## src/rtl/seg_scan_pkg.sv

```systemverilog
// Shared constants and types for the scanned seven-segment receiver.
package seg_scan_pkg;

   // Active-low segment patterns, bit order {g,f,e,d,c,b,a}
   localparam logic [6:0] SEG_0     = 7'b1000000;
   localparam logic [6:0] SEG_1     = 7'b1111001;
   localparam logic [6:0] SEG_2     = 7'b0100100;
   localparam logic [6:0] SEG_3     = 7'b0110000;
   localparam logic [6:0] SEG_4     = 7'b0011001;
   localparam logic [6:0] SEG_5     = 7'b0010010;
   localparam logic [6:0] SEG_6     = 7'b0000010;
   localparam logic [6:0] SEG_7     = 7'b1111000;
   localparam logic [6:0] SEG_8     = 7'b0000000;
   localparam logic [6:0] SEG_9     = 7'b0010000;
   localparam logic [6:0] SEG_MINUS = 7'b0111111;
   localparam logic [6:0] SEG_BLANK = 7'b1111111;

   // Character codes for the non-numeric symbols
   localparam logic [3:0] CH_MINUS = 4'hA;
   localparam logic [3:0] CH_ERR   = 4'hE;
   localparam logic [3:0] CH_BLANK = 4'hF;

   localparam int NUM_DIGITS = 4;

   // Frame assembly states
   typedef enum logic {
      ST_IDLE,
      ST_COLLECT
   } state_t;

   // One registered snapshot of the display bus
   typedef struct packed {
      logic [3:0] nandos;
      logic [6:0] seg;
      logic       dpN;
   } sample_t;

   // True when exactly one anode enable is driven low
   function automatic logic oneAnodeLow(input logic [3:0] an);
      logic ok;
      ok = 1'b0;
      case (an)
         4'b1110, 4'b1101, 4'b1011, 4'b0111: ok = 1'b1;
         default:                            ok = 1'b0;
      endcase
      return ok;
   endfunction

   // Slot index of the single low anode (0 = rightmost)
   function automatic logic [1:0] anodeIndex(input logic [3:0] an);
      logic [1:0] idx;
      idx = 2'd0;
      case (an)
         4'b1110: idx = 2'd0;
         4'b1101: idx = 2'd1;
         4'b1011: idx = 2'd2;
         4'b0111: idx = 2'd3;
         default: idx = 2'd0;
      endcase
      return idx;
   endfunction

endpackage

```

## src/rtl/seg7_char_decode.sv

```systemverilog
// Combinational translation of an active-low segment pattern into a character code.
module seg7_char_decode
   import seg_scan_pkg::*;
(
   input  logic [6:0] i_seg,
   output logic [3:0] o_char,
   output logic       o_err
);

   // Table lookup; anything not in the table is reported as an error character
   always_comb begin
      o_char = CH_ERR;
      o_err  = 1'b0;
      case (i_seg)
         SEG_0:     o_char = 4'h0;
         SEG_1:     o_char = 4'h1;
         SEG_2:     o_char = 4'h2;
         SEG_3:     o_char = 4'h3;
         SEG_4:     o_char = 4'h4;
         SEG_5:     o_char = 4'h5;
         SEG_6:     o_char = 4'h6;
         SEG_7:     o_char = 4'h7;
         SEG_8:     o_char = 4'h8;
         SEG_9:     o_char = 4'h9;
         SEG_MINUS: o_char = CH_MINUS;
         SEG_BLANK: o_char = CH_BLANK;
         default: begin
            o_char = CH_ERR;
            o_err  = 1'b1;
         end
      endcase
   end

endmodule

```

## src/rtl/seg_scan_decoder.sv

```systemverilog
// Reconstructs the four characters and decimal points shown on a multiplexed
// seven-segment display and publishes each complete frame with a strobe.
module seg_scan_decoder
   import seg_scan_pkg::*;
#(
   parameter int SETTLE_CYCLES  = 4,
   parameter int TIMEOUT_CYCLES = 65535,
   parameter int CNT_W          = 16
)(
   input  logic       clk,
   input  logic       rst,
   input  logic [6:0] result,
   input  logic       decimalpoint,
   input  logic [3:0] nandos,
   output logic [3:0] digit1,
   output logic [3:0] digit2,
   output logic [3:0] digit3,
   output logic [3:0] digit4,
   output logic [3:0] dp_mask,
   output logic       frame_valid,
   output logic       frame_changed,
   output logic       seg_err,
   output logic       timeout
);

   localparam int               SET_W        = $clog2(SETTLE_CYCLES + 1);
   localparam logic [SET_W-1:0] SETTLE_MAX   = SET_W'(SETTLE_CYCLES);
   localparam logic [SET_W-1:0] SETTLE_LAST  = SET_W'(SETTLE_CYCLES - 1);
   localparam logic [CNT_W-1:0] TIMEOUT_LAST = CNT_W'(TIMEOUT_CYCLES - 1);

   sample_t                 r_sample;
   sample_t                 r_prev;
   logic [SET_W-1:0]        r_stable;
   state_t                  r_state;
   state_t                  w_nextState;
   logic [3:0]              r_mask;
   logic [3:0]              w_maskNext;
   logic [CNT_W-1:0]        r_tcnt;
   logic [CNT_W-1:0]        w_tcntNext;
   logic [NUM_DIGITS-1:0][3:0] r_slotChar;
   logic [NUM_DIGITS-1:0]   r_slotDp;

   logic                    w_match;
   logic                    w_capture;
   logic [1:0]              w_slotIdx;
   logic [3:0]              w_slotBit;
   logic [3:0]              w_char;
   logic                    w_charErr;
   logic                    w_slotWrite;
   logic                    w_publish;
   logic                    w_timeoutHit;
   logic                    w_frameDiff;

   // A dwell sample counts only if it repeats the previous one on a single anode
   assign w_match   = (r_sample == r_prev) && oneAnodeLow(r_sample.nandos);
   assign w_capture = w_match && (r_stable == SETTLE_LAST);
   assign w_slotIdx = anodeIndex(r_sample.nandos);
   assign w_slotBit = ~r_sample.nandos;

   seg7_char_decode u_decode (
      .i_seg  (r_sample.seg),
      .o_char (w_char),
      .o_err  (w_charErr)
   );

   // Register the raw bus and keep one sample of history for the stability check
   always_ff @(posedge clk or posedge rst) begin
      if (rst) begin
         r_sample <= '1;
         r_prev   <= '1;
      end else begin
         r_sample <= sample_t'({nandos, result, decimalpoint});
         r_prev   <= r_sample;
      end
   end

   // Count matching samples; saturating so a long dwell captures only once
   always_ff @(posedge clk or posedge rst) begin
      if (rst) begin
         r_stable <= '0;
      end else if (!w_match) begin
         r_stable <= '0;
      end else if (r_stable != SETTLE_MAX) begin
         r_stable <= r_stable + 1'b1;
      end
   end

   // Frame assembly: a full mask publishes on the following edge, a capture
   // restarts the idle timer, and an expired timer drops the partial frame
   always_comb begin
      w_nextState  = r_state;
      w_maskNext   = r_mask;
      w_tcntNext   = r_tcnt;
      w_slotWrite  = 1'b0;
      w_publish    = 1'b0;
      w_timeoutHit = 1'b0;
      case (r_state)
         ST_IDLE: begin
            w_tcntNext = '0;
            if (w_capture) begin
               w_slotWrite = 1'b1;
               w_maskNext  = r_mask | w_slotBit;
               w_nextState = ST_COLLECT;
            end
         end
         ST_COLLECT: begin
            if (r_mask == 4'b1111) begin
               w_publish   = 1'b1;
               w_maskNext  = '0;
               w_tcntNext  = '0;
               w_nextState = ST_IDLE;
            end else if (w_capture) begin
               w_slotWrite = 1'b1;
               w_maskNext  = r_mask | w_slotBit;
               w_tcntNext  = '0;
            end else if (r_tcnt == TIMEOUT_LAST) begin
               w_timeoutHit = 1'b1;
               w_maskNext   = '0;
               w_tcntNext   = '0;
               w_nextState  = ST_IDLE;
            end else begin
               w_tcntNext = r_tcnt + 1'b1;
            end
         end
         default: begin
            w_nextState = ST_IDLE;
            w_maskNext  = '0;
            w_tcntNext  = '0;
         end
      endcase
   end

   // State, capture mask and idle timer registers
   always_ff @(posedge clk or posedge rst) begin
      if (rst) begin
         r_state <= ST_IDLE;
         r_mask  <= '0;
         r_tcnt  <= '0;
      end else begin
         r_state <= w_nextState;
         r_mask  <= w_maskNext;
         r_tcnt  <= w_tcntNext;
      end
   end

   // Slot buffer is indexed by anode position so scan order does not matter
   always_ff @(posedge clk or posedge rst) begin
      if (rst) begin
         r_slotChar <= {NUM_DIGITS{CH_BLANK}};
         r_slotDp   <= '0;
      end else if (w_slotWrite) begin
         r_slotChar[w_slotIdx] <= w_char;
         r_slotDp[w_slotIdx]   <= ~r_sample.dpN;
      end
   end

   assign w_frameDiff = {r_slotChar[3], r_slotChar[2], r_slotChar[1], r_slotChar[0], r_slotDp}
                     != {digit1, digit2, digit3, digit4, dp_mask};

   // Published frame, strobes and the sticky decode error flag
   always_ff @(posedge clk or posedge rst) begin
      if (rst) begin
         digit1        <= CH_BLANK;
         digit2        <= CH_BLANK;
         digit3        <= CH_BLANK;
         digit4        <= CH_BLANK;
         dp_mask       <= '0;
         frame_valid   <= 1'b0;
         frame_changed <= 1'b0;
         seg_err       <= 1'b0;
         timeout       <= 1'b0;
      end else begin
         frame_valid   <= w_publish;
         frame_changed <= w_publish && w_frameDiff;
         timeout       <= w_timeoutHit;
         seg_err       <= seg_err | (w_slotWrite & w_charErr);
         if (w_publish) begin
            digit1  <= r_slotChar[3];
            digit2  <= r_slotChar[2];
            digit3  <= r_slotChar[1];
            digit4  <= r_slotChar[0];
            dp_mask <= r_slotDp;
         end
      end
   end

endmodule

```

## config.mk

```make
export PLATFORM = sky130hd
export DESIGN_NAME = seg_scan_decoder
export DESIGN_NICKNAME = d
export VERILOG_FILES = /design/src/rtl/seg_scan_pkg.sv /design/src/rtl/seg7_char_decode.sv /design/src/rtl/seg_scan_decoder.sv
export SDC_FILE = /design/constraint.sdc
export NUM_CORES = 1
export LEC_CHECK = 0
export CAP_MARGIN = 20
export CORE_ASPECT_RATIO = 1.2
export CORE_UTILIZATION = 52
export DETAILED_ROUTE_END_ITERATION = 7
export PLACE_DENSITY = 0.8
export SLEW_MARGIN = 20
export SYNTH_ARGS = -nofsm -noshare
export SYNTH_HDL_FRONTEND = slang
export SYNTH_HIERARCHICAL = 1
export SYNTH_SLANG_ARGS = --single-unit
```

## constraint.sdc

```tcl
create_clock -name clk -period 2.9 [get_ports clk]
set_input_delay 0.58 -clock clk [delete_from_list [all_inputs] [get_ports clk]]
set_output_delay 0.58 -clock clk [all_outputs]
set_load 0.01 [all_outputs]
```

==> key figures, run 1 <==
Run status
  – Outcome: completed

Route
  – Vias: 2887
  – DR iter-0 viols: 128
  – Routed WL per cell: 15.2 µm
  – DRT Pass-1 Iters: 4
  – DRT Wirelength: 7980 µm
  – DRC: 0
  – Vias/cell: 5.51
  – Detail Route Antenna Nets: 0

Clocking
  – Root Driver: clkbuf_8
  – Clock Path Buffers: 2
  – Clk slew on worst S/H paths: 0.09 ns
  – TritonCTS Sinks: 92
  – Post_cts resized: 0
  – CTS tree: built
  – Worst skew pair latency: 0.36 ns
  – Post-CTS Setup Inserts: 0
  – H-tree depth: 3
  – CTS Hold Bufs: 0
  – CTS buffer count: 9

Setup path
  – Critical Path Start Type: register
  – WP data arrival: 2.92 ns
  – Critical Path Sink Type: register
  – Reg-to-reg critical path endpoint: r_slotChar[2]$_DFFE_PP1P_
  – Kind of critical path: reg2reg
  – Reg2reg setup slack: 0.27 ns
  – Crit Reg-Reg Startpoint: r_sample[7]$_DFF_PP1_
  – Worst reg2reg path depth: 5
  – Crit path max fanout: 11
  – Worst path required time: 3.18 ns

Finish
  – Area growth from synthesis to layout: 15.5%
  – Fin util: 61.8%
  – Share of layout cells above drive strength 1: 24.0%
  – Fin area: 0.00498 mm²
  – Nets: 443
  – Fill cells: 623
  – ANT cells: 0
  – Storage element area: 0.00237 mm²
  – Leading cell type in the layout, fill and taps excluded: nand2_1
  – Most frequent cells in the layout: nand2_1, dfstp_2, clkdlybuf4s50_1
  – Area of the multi-input gates: 0.00181 mm²

GRT
  – Vias in the first global route: 2937
  – Total GRT Usage: 20.8%
  – Initial antenna violation count: 0
  – Total gr overflow: 0
  – Global-route wire length before repair: 13800 µm
  – Largest net degree at the start of global routing: 93

Placement
  – Port bufs: 37
  – DP HPWL: 5620 µm
  – Placed inst area: 0.00477 mm²
  – GPL Wtd Cong: 0.809

Pwr
  – Max IR drop VDD: 306 µV
  – Pwr per Cell Area: 473 mW/mm²
  – PnR Total Power: 2.35 mW
  – Pleak: 2.00 nW

STA
  – Endpoints failing setup: 0
  – Setup_tns: 0 ns
  – Final hold vios: 0
  – Max-slew headroom: 56.7%
  – Final period utilization: 90.8%
  – Fmax: 380 MHz
  – Setup Skew: 0.0169 ns
  – Slew @ Worst Pin: 0.643 ns
  – RSZ-0062 raised after global routing: no
  – Min cycle time layout: 2.63 ns
  – Slew Limit Fails: 0

Yosys
  – Syn_nets: 404
  – EDFF count, synth: 0
  – Gate Count Post-Synth: 385
  – Syn_area_per_cell: 11.2 µm²
  – Seq/Total Area, Yosys: 55.0%
  – Ys async rst share: 100%
  – Mapped Area: 0.00431 mm²
  – Synth warnings: 6
  – Yosys cell types: 51
  – Synthesis-stage register bit count: 92
  – Most common flop cell mapped by yosys: dfstp_2

Min path
  – Hold_sp: r_sample[0]$_DFF_PP1_
  – Hold Path End: r_prev[0]$_DFF_PP1_
  – Min-Delay Path Depth: 0
  – Worst min-delay path class: reg2reg

Floorplanning
  – Initial Utilization: 53.5%
  – Die Y: 102 µm
  – Area of the core: 0.00806 mm²
  – Die span in x: 85.1 µm
  – Core Rows: 36
  – DIE AREA: 0.00866 mm²
  – Boundary Pins: 38

Run
  – Max cap viols: 0
## power breakdown
group          internal (mW)  total (mW)  switching (mW)
clock network          0.476       0.907           0.431
registers               1.32        1.34          0.0274
logic                 0.0416       0.103          0.0610
## layout make-up
cell class | instances | area share [%]
well taps | 95 | 2.39
repair buffers | 41 | 8.29
inverters | 14 | 1.08
flip-flops and latches | 92 | 47.6
clock inverters | 3 | 0.879
multi-input cells | 266 | 36.3
clock buffers | 13 | 3.42
## registers in the layout, indices dropped and copies added (netlist names)
register	cells
digit1	4
r_stable	3
r_prev	12
seg_err	1
r_slotChar	16
r_sample	12
dp_mask	4
r_slotDp	4
digit3	4
digit2	4
r_mask	4
timeout	1
frame_changed	1
r_tcnt	16
digit4	4
r_state	1
frame_valid	1
## worst max-delay path, cell delays in order (launching register included)
cell and delay, ns:
dfstp_2 0.66, xor2_1 0.13, nor4_2 0.43, o2111ai_4 0.33
a2111oi_4 0.61, mux2_2 0.40
## cells in the mapped netlist, drive strengths merged, types with 3 or more instances
master,number,area share [%]
xnor2,21,4.3
mux2i,4,0.93
nand3,18,2.1
a21oi,3,0.35
xor2,29,6.1
nand2,69,6.0
buf,7,1.1
o21ai,10,1.2
nor4,12,3.6
o2111ai,3,1.0
nand4,7,1.0
nand3b,5,0.87
nor2,32,2.8
nor3,6,0.81
clkbuf,6,0.75
mux2,16,4.2
and3,3,0.46
dfstp,56,34
inv,13,1.1
dfrtp,36,21
ha,5,1.5
## logic make-up (layout without fill, tap and decap cells)
logic type | after synthesis | count (layout) | synth area share [%]
AOI/OAI and AO/OA | 30 | 30 | 5.69
xor gates and xnor gates | 50 | 50 | 10.3
adders and majority gates | 5 | 5 | 1.45
buffers and inverters | 27 | 71 | 3.05
DFF | 92 | 92 | 55.0
muxes | 20 | 20 | 5.11
and+or+nand+nor | 161 | 161 | 19.4
## layer usage
metal | global-route usage, % | wire (µm)
met5 | 0 | 0
met4 | 10.7 | 119
met3 | 3.26 | 225
met2 | 37.0 | 4180
met1 | 24.5 | 3460
## worst max-delay path by stage
stage / start / end / slack [ns] / depth (start not counted)
2_1_floorplan: rst / dp_mask[0]$_DFFE_PP0P_ / 0.02 / 1
3_3_place_gp: r_sample[7]$_DFF_PP1_ / r_slotChar[0]$_DFFE_PP1P_ / 0.38 / 5
3_5_place_dp: r_sample[7]$_DFF_PP1_ / r_slotChar[0]$_DFFE_PP1P_ / 0.31 / 5
4_1_cts: r_sample[7]$_DFF_PP1_ / r_slotChar[2]$_DFFE_PP1P_ / 0.26 / 5
5_1_grt: r_sample[7]$_DFF_PP1_ / r_slotChar[2]$_DFFE_PP1P_ / 0.15 / 5
6_report: r_sample[7]$_DFF_PP1_ / r_slotChar[2]$_DFFE_PP1P_ / 0.27 / 5
## through the flow
| stage | setup WS (ns) | hold slack, ns | std cells |
|---|---|---|---|
| after CTS | 0.258 | 0.426 | 524 |
| after floorplan | 0.0207 | 0.352 | 385 |
| after global placement | 0.382 | 0.405 | 508 |
| after detailed placement | 0.309 | 0.409 | 508 |
| final | 0.266 | 0.422 | 524 |
| after global routing | 0.149 | 0.437 | 524 |
Power figures use the tool's default switching activity.
==> inputs of run 2 (changes only) <==
Settings changed: CORE_UTILIZATION 52 to 57, DONT_BUFFER_PORTS from default to 1, PLACE_DENSITY 0.8 to 0.79, SYNTH_HIERARCHICAL 1 to default.
==> run 2 against run 1 <==
Final cell count down 12%; sequential cell count unchanged; critical path depth is the same; fmax increased by 11%; register-to-register slack gained 0.27 ns; via count fell by 11%; total power fell by 0.58%; design area shrank 11%; synthesized cell count is 5.7% lower; sequential power barely moved; clock skew down 0.0053 ns; critical endpoint is now r_slotChar[0]$_DFFE_PP1P_.
==> key figures, run 2 <==
Run status
  – Outcome: completed

Floorplanning
  – Die Y: 95.3 µm (-6.3%)
  – DIE AREA: 0.00760 mm² (-12%)
  – Die span in x: 79.8 µm (-6.3%)
  – Core Rows: 33 (-8.3%)
  – Area of the core: 0.00694 mm² (-14%)
  – Boundary Pins: 38 (unchanged)
  – Initial Utilization: 59.6% (+6.2 points)

GRT
  – Total GRT Usage: 21.7% (+0.84 points)
  – Global-route wire length before repair: 12400 µm (-10%)
  – Total gr overflow: 0 (unchanged)
  – Vias in the first global route: 2569 (-13%)
  – Largest net degree at the start of global routing: 56 (-40%)
  – M1 GR Usage: 27.7% (+3.2 points)
  – Global-route layer with the greatest usage: met2
  – Met2 Use GR: 36.0% (-0.93 points)
  – Initial antenna violation count: 0 (unchanged)
  – Met3 track demand over resource: 4.98% (+1.7 points)

Min path
  – Hold Path End: r_sample[0]$_DFF_PP1_
  – Worst min-delay path class: in2reg
  – Min-Delay Path Depth: 0 (unchanged)
  – Hold_sp: decimalpoint

STA
  – Setup_tns: 0 ns (unchanged)
  – Slew Limit Fails: 0 (unchanged)
  – Slew @ Worst Pin: 0.914 ns (+0.271 ns)
  – Fmax: 422 MHz (+11%)
  – Final hold vios: 0 (unchanged)
  – RSZ-0062 raised after global routing: no
  – Final period utilization: 81.6% (-9.2 points)
  – Min cycle time layout: 2.37 ns (-0.266 ns)
  – Max-slew headroom: 39.1% (-18 points)
  – Setup Skew: 0.0116 ns (-0.00528 ns)
  – Endpoints failing setup: 0 (unchanged)

Route
  – Routed WL per cell: 16.2 µm (+6.5%)
  – DRC: 0 (unchanged)
  – DR iter-0 viols: 145 (+13%)
  – Vias: 2569 (-11%)
  – Vias/cell: 5.60 (+1.6%)
  – Detail Route Antenna Nets: 0 (unchanged)
  – DRT Pass-1 Iters: 4 (unchanged)
  – DRT Wirelength: 7450 µm (-6.7%)

Clocking
  – Post_cts resized: 0 (unchanged)
  – Clk slew on worst S/H paths: 0.09 ns (about the same)
  – CTS buffer count: 9 (unchanged)
  – Post-CTS Setup Inserts: 0 (unchanged)
  – CTS Hold Bufs: 0 (unchanged)
  – CTS tree: built
  – H-tree depth: 3 (unchanged)
  – Worst skew pair latency: 0.36 ns (about the same)
  – TritonCTS Sinks: 92 (unchanged)
  – Clock Path Buffers: 2 (unchanged)
  – Root Driver: clkbuf_8

Placement
  – DP HPWL: 5190 µm (-7.7%)
  – Port bufs: 0 (-100%)
  – GPL Wtd Cong: 0.778 (-3.8%)

Finish
  – Nets: 386 (-13%)
  – Biggest registers after layout: r_slotChar: 16 flops, r_tcnt: 16 flops
  – Most frequent cells in the layout: nand2_1, dfstp_2, dfrtp_1
  – Area growth from synthesis to layout: 7.38%
  – Share of layout cells above drive strength 1: 29.0% (+5.0 points)
  – ANT cells: 0 (unchanged)
  – Leading cell type in the layout, fill and taps excluded: nand2_1
  – Fill cells: 546 (-12%)

Yosys
  – Seq/Total Area, Yosys: 57.4% (+2.3 points)
  – Most frequent cell after synthesis: nand2_1
  – Syn_nets: 382 (-5.4%)
  – Yosys cell types: 54 (+5.9%)
  – Ys async rst share: 100% (unchanged)
  – EDFF count, synth: 0 (unchanged)
  – Yosys top cell by area: dfstp_2
  – Syn_area_per_cell: 11.4 µm² (+1.8%)
  – Synthesis-stage register bit count: 92 (unchanged)
  – Top cells by count, synth: nand2_1, dfstp_2, dfrtp_1
  – Largest cells by area after synthesis: dfstp_2, dfrtp_1, xor2_1, nand2_1, xnor2_1
  – Gate Count Post-Synth: 363 (-5.7%)
  – Synth warnings: 0 (-6)
  – Mapped Area: 0.00414 mm² (-4.1%)
  – Synth top area share: 35.6% (+1.4 points)
  – Most common flop cell mapped by yosys: dfstp_2

Run
  – Max cap viols: 0 (unchanged)

Setup path
  – Crit path max fanout: 12 (+1)
  – Critical Path Start Type: register
  – Critical Path Sink Type: register
  – Reg-to-reg critical path endpoint: r_slotChar[0]$_DFFE_PP1P_
  – Worst path required time: 3.18 ns (about the same)
  – Crit Reg-Reg Startpoint: r_sample[6]$_DFF_PP1_
  – Kind of critical path: reg2reg
  – Reg2reg setup slack: 0.53 ns (+0.27 ns)
  – Crit path from: r_sample[6]$_DFF_PP1_
  – Worst reg2reg path depth: 5 (unchanged)
  – WP data arrival: 2.65 ns (-0.27 ns)

Pwr
  – Pleak: 1.91 nW (-4.4%)
  – PnR Total Power: 2.34 mW (-0.58%)
  – Pwr per Cell Area: 527 mW/mm² (+11%)
  – Max IR drop VDD: 362 µV (+18%)
==> run 2: cell count changes after synthesis, sizes merged, moves of 4 or more <==
cell    change
o21ai       -4
nor4        -4
nand3       -9
nand3b      -5
nor2        -7
==> run 2: layout make-up <==
type / count / area, µm² / share of cell area, %
flip-flops and latches: 92 / 2370 / 53.4
well taps: 87 / 109 / 2.45
inverters: 16 / 61.3 / 1.38
repair buffers: 4 / 42.5 / 0.958
clock inverters: 6 / 87.6 / 1.97
multi-input cells: 244 / 1640 / 37.0
clock buffers: 10 / 128 / 2.87
==> run 2: cell families (layout without fill, tap and decap cells) <==
group | count (synthesis) | count (layout) | synth area share [%]
adders and majority gates | 5 | 5 | 1.51
and+or+nand+nor | 141 | 141 | 16.7
xor gates and xnor gates | 49 | 49 | 10.6
DFF | 92 | 92 | 57.4
buffers and inverters | 27 | 36 | 2.96
muxes | 20 | 20 | 5.69
AOI/OAI and AO/OA | 29 | 29 | 5.26
==> run 2: routing by layer <==
layer  up-vias  share of wire (%)
li1       1223                  -
met1      1271                 45
met2        63                 50
met3        12                4.3
met4         0                1.4
met5         -                  0
==> run 2: report_power, final <==
group	total [mW]	internal [mW]	switching (mW)
clock	0.930	0.488	0.443
combinational	0.0676	0.0223	0.0453
sequential	1.34	1.32	0.0251
==> run 2: worst max path at each step <==
stage	endpoint	slack, ns	cells after the start
after floorplan	dp_mask[0]$_DFFE_PP0P_	0.02	1
after global placement	r_slotChar[2]$_DFFE_PP1P_	0.59	5
after detailed placement	r_slotChar[3]$_DFFE_PP1P_	0.55	5
after CTS	r_slotChar[0]$_DFFE_PP1P_	0.51	5
after global routing	r_slotChar[3]$_DFFE_PP1P_	0.38	5
final	r_slotChar[0]$_DFFE_PP1P_	0.53	5
==> run 2: metrics by stage <==
stage / hold slack (ns) / instances / setup slack [ns] / cell area (µm²) / util [%]
3_3_place_gp: 0.378 / 443 / 0.592 / 4230 / 60.9
4_1_cts: 0.189 / 459 / 0.511 / 4440 / 64.0
5_1_grt: 0.172 / 459 / 0.384 / 4440 / 64.0
3_5_place_dp: 0.377 / 443 / 0.554 / 4230 / 60.9
2_1_floorplan: 0.352 / 363 / 0.0207 / 4140 / -
6_report: 0.207 / 459 / 0.532 / 4440 / 64.0
==> run 2: critical path, cell delays in order, from the launching register on <==
cell and delay, ns:
dfstp_2 0.66, xor2_1 0.11, nor4_2 0.30, nand4_2 0.24
nor3_2 0.58, mux2_2 0.41
==> inputs of run 3 (changes only) <==
Clock period 2.9 ns to 2.13 ns, I/O delays scaled along.
==> run 3 against run 2 <==
Clock power is 33% higher; fmax increased by 14%; critical endpoint is now r_slotChar[15]$_DFFE_PP1P_; register-to-register slack worse by 0.48 ns; clock skew increased by 0.0031 ns.
==> key figures, run 3 (synthesis results as in run 2) <==
GRT
  – Total GRT Usage: 22.6% (+0.93 points)
  – Initial antenna violation count: 0 (unchanged)
  – Vias in the first global route: 2727 (+6.2%)
  – Largest net degree at the start of global routing: 93 (+66%)
  – Total gr overflow: 0 (unchanged)
  – Global-route wire length before repair: 12800 µm (+3.0%)

Clocking
  – Worst skew pair latency: 0.36 ns (about the same)
  – H-tree depth: 3 (unchanged)
  – CTS Hold Bufs: 0 (unchanged)
  – TritonCTS Sinks: 92 (unchanged)
  – CTS tree: built
  – Clock Path Buffers: 2 (unchanged)
  – Clk slew on worst S/H paths: 0.09 ns (about the same)
  – Root Driver: clkbuf_8
  – CTS buffer count: 9 (unchanged)

Setup path
  – WP data arrival: 2.37 ns (-0.28 ns)
  – Reg2reg setup slack: 0.05 ns (-0.48 ns)
  – Critical Path Start Type: register
  – Crit path max fanout: 6 (-6)
  – Kind of critical path: reg2reg
  – Critical Path Sink Type: register
  – Worst reg2reg path depth: 7 (+2)
  – Worst path required time: 2.42 ns (-0.76 ns)

Floorplanning
  – Die Y: 95.3 µm (unchanged)
  – DIE AREA: 0.00760 mm² (unchanged)
  – Die span in x: 79.8 µm (unchanged)
  – Initial Utilization: 59.6% (unchanged)
  – Area of the core: 0.00694 mm² (unchanged)
  – Boundary Pins: 38 (unchanged)
  – Core Rows: 33 (unchanged)

Pwr
  – Pleak: 2.01 nW (+5.5%)
  – PnR Total Power: 3.18 mW (+36%)
  – Max IR drop VDD: 515 µV (+42%)
  – Pwr per Cell Area: 687 mW/mm² (+31%)

Route
  – DRT Pass-1 Iters: 4 (unchanged)
  – Routed WL per cell: 15.8 µm (-2.8%)
  – Detail Route Antenna Nets: 0 (unchanged)
  – DR iter-0 viols: 123 (-15%)
  – Vias/cell: 5.53 (-1.2%)
  – DRT Wirelength: 7540 µm (+1.2%)
  – Vias: 2643 (+2.9%)
  – DRC: 0 (unchanged)

STA
  – Max-slew headroom: 59.8% (+21 points)
  – Slew @ Worst Pin: 0.598 ns (-0.316 ns)
  – Min cycle time layout: 2.08 ns (-0.289 ns)
  – Fmax: 481 MHz (+14%)
  – Final hold vios: 0 (unchanged)
  – Hold WS: 0.0548 ns (-0.152 ns)
  – Slew Limit Fails: 0 (unchanged)
  – Final period utilization: 97.6% (+16 points)
  – Endpoints failing setup: 0 (unchanged)
  – Setup Skew: 0.0147 ns (+0.00313 ns)

Finish
  – Leading cell type in the layout, fill and taps excluded: nand2_1
  – Most frequent cells in the layout: nand2_1, dfstp_2, dfrtp_1
  – Fill cells: 523 (-4.2%)
  – Biggest registers after layout: r_slotChar: 16 flops, r_tcnt: 16 flops
  – ANT cells: 0 (unchanged)
  – Share of layout cells above drive strength 1: 33.2% (+4.2 points)
  – Area growth from synthesis to layout: 12.0%
  – Nets: 405 (+4.9%)

Placement
  – DP HPWL: 5280 µm (+1.8%)
  – GPL Wtd Cong: 0.845 (+8.5%)
  – Port bufs: 0 (unchanged)

Min path
  – Min-Delay Path Depth: 0 (unchanged)
  – Worst min-delay path class: in2reg

Run
  – Max cap viols: 0 (unchanged)

Run status
  – Outcome: completed
## run 3: path summary, 6_finish.rpt
path | startpoint | endpoint
setup reg to reg | r_sample[5]$_DFF_PP1_ | r_slotChar[15]$_DFFE_PP1P_
setup / recovery | r_sample[5]$_DFF_PP1_ | r_slotChar[15]$_DFFE_PP1P_
hold / removal | decimalpoint | r_sample[0]$_DFF_PP1_
min in group asynchronous | rst | frame_changed$_DFF_PP0_
hold reg to reg | r_sample[8]$_DFF_PP1_ | r_prev[8]$_DFF_PP1_
max in group asynchronous | rst | r_prev[1]$_DFF_PP1_
## run 3: where the power goes
part           internal [mW]  leakage [nW]  switching [mW]
sequential              1.79          1.09          0.0190
clock                  0.645         0.109           0.596
combinational         0.0483         0.819          0.0849
## run 3: routing by layer
layer	routed length [µm]	part of all wire, %	track usage [%]	vias to the layer above
li1	-	-	-	1263
met1	3160	42	26.4	1300
met2	3970	53	39.8	67
met3	279	3.7	4.11	13
met4	121	1.6	11.0	0
met5	0	0	0	-
## run 3: stage by stage
step	utilization, %	setup slack [ns]	cell area, µm²	instances	TNS, ns
final	66.8	0.0513	4630	478	0
after global routing	66.8	-0.0215	4630	478	-0.181
after CTS	66.1	0.0527	4590	475	0
after detailed placement	63.0	0.0625	4370	459	0
after global placement	63.0	0.0981	4370	459	0
after floorplan	-	0.0214	4150	363	0
## run 3: repair_timing
item / in CTS / in global routing
setup endpoints to repair: 0 / 18
setup buffers: 0 / 3
gates resized for setup: 0 / 2
## run 3: cell type report
type	count	area, µm²	share of cell area (%)
inverters	16	63.8	1.38
multi-input cells	244	1650	35.7
clock buffers	12	165	3.57
repair buffers	23	214	4.62
clock inverters	4	55.1	1.19
flip-flops and latches	92	2370	51.2
well taps	87	109	2.35
## run 3: worst max-delay path, stage by stage (launching register included)
cell,delay (ns)
dfstp_2,0.55
xor2_1,0.08
nor4_2,0.37
nand4_2,0.16
buf_6,0.17
nor3_2,0.16
buf_4,0.19
mux2_2,0.34
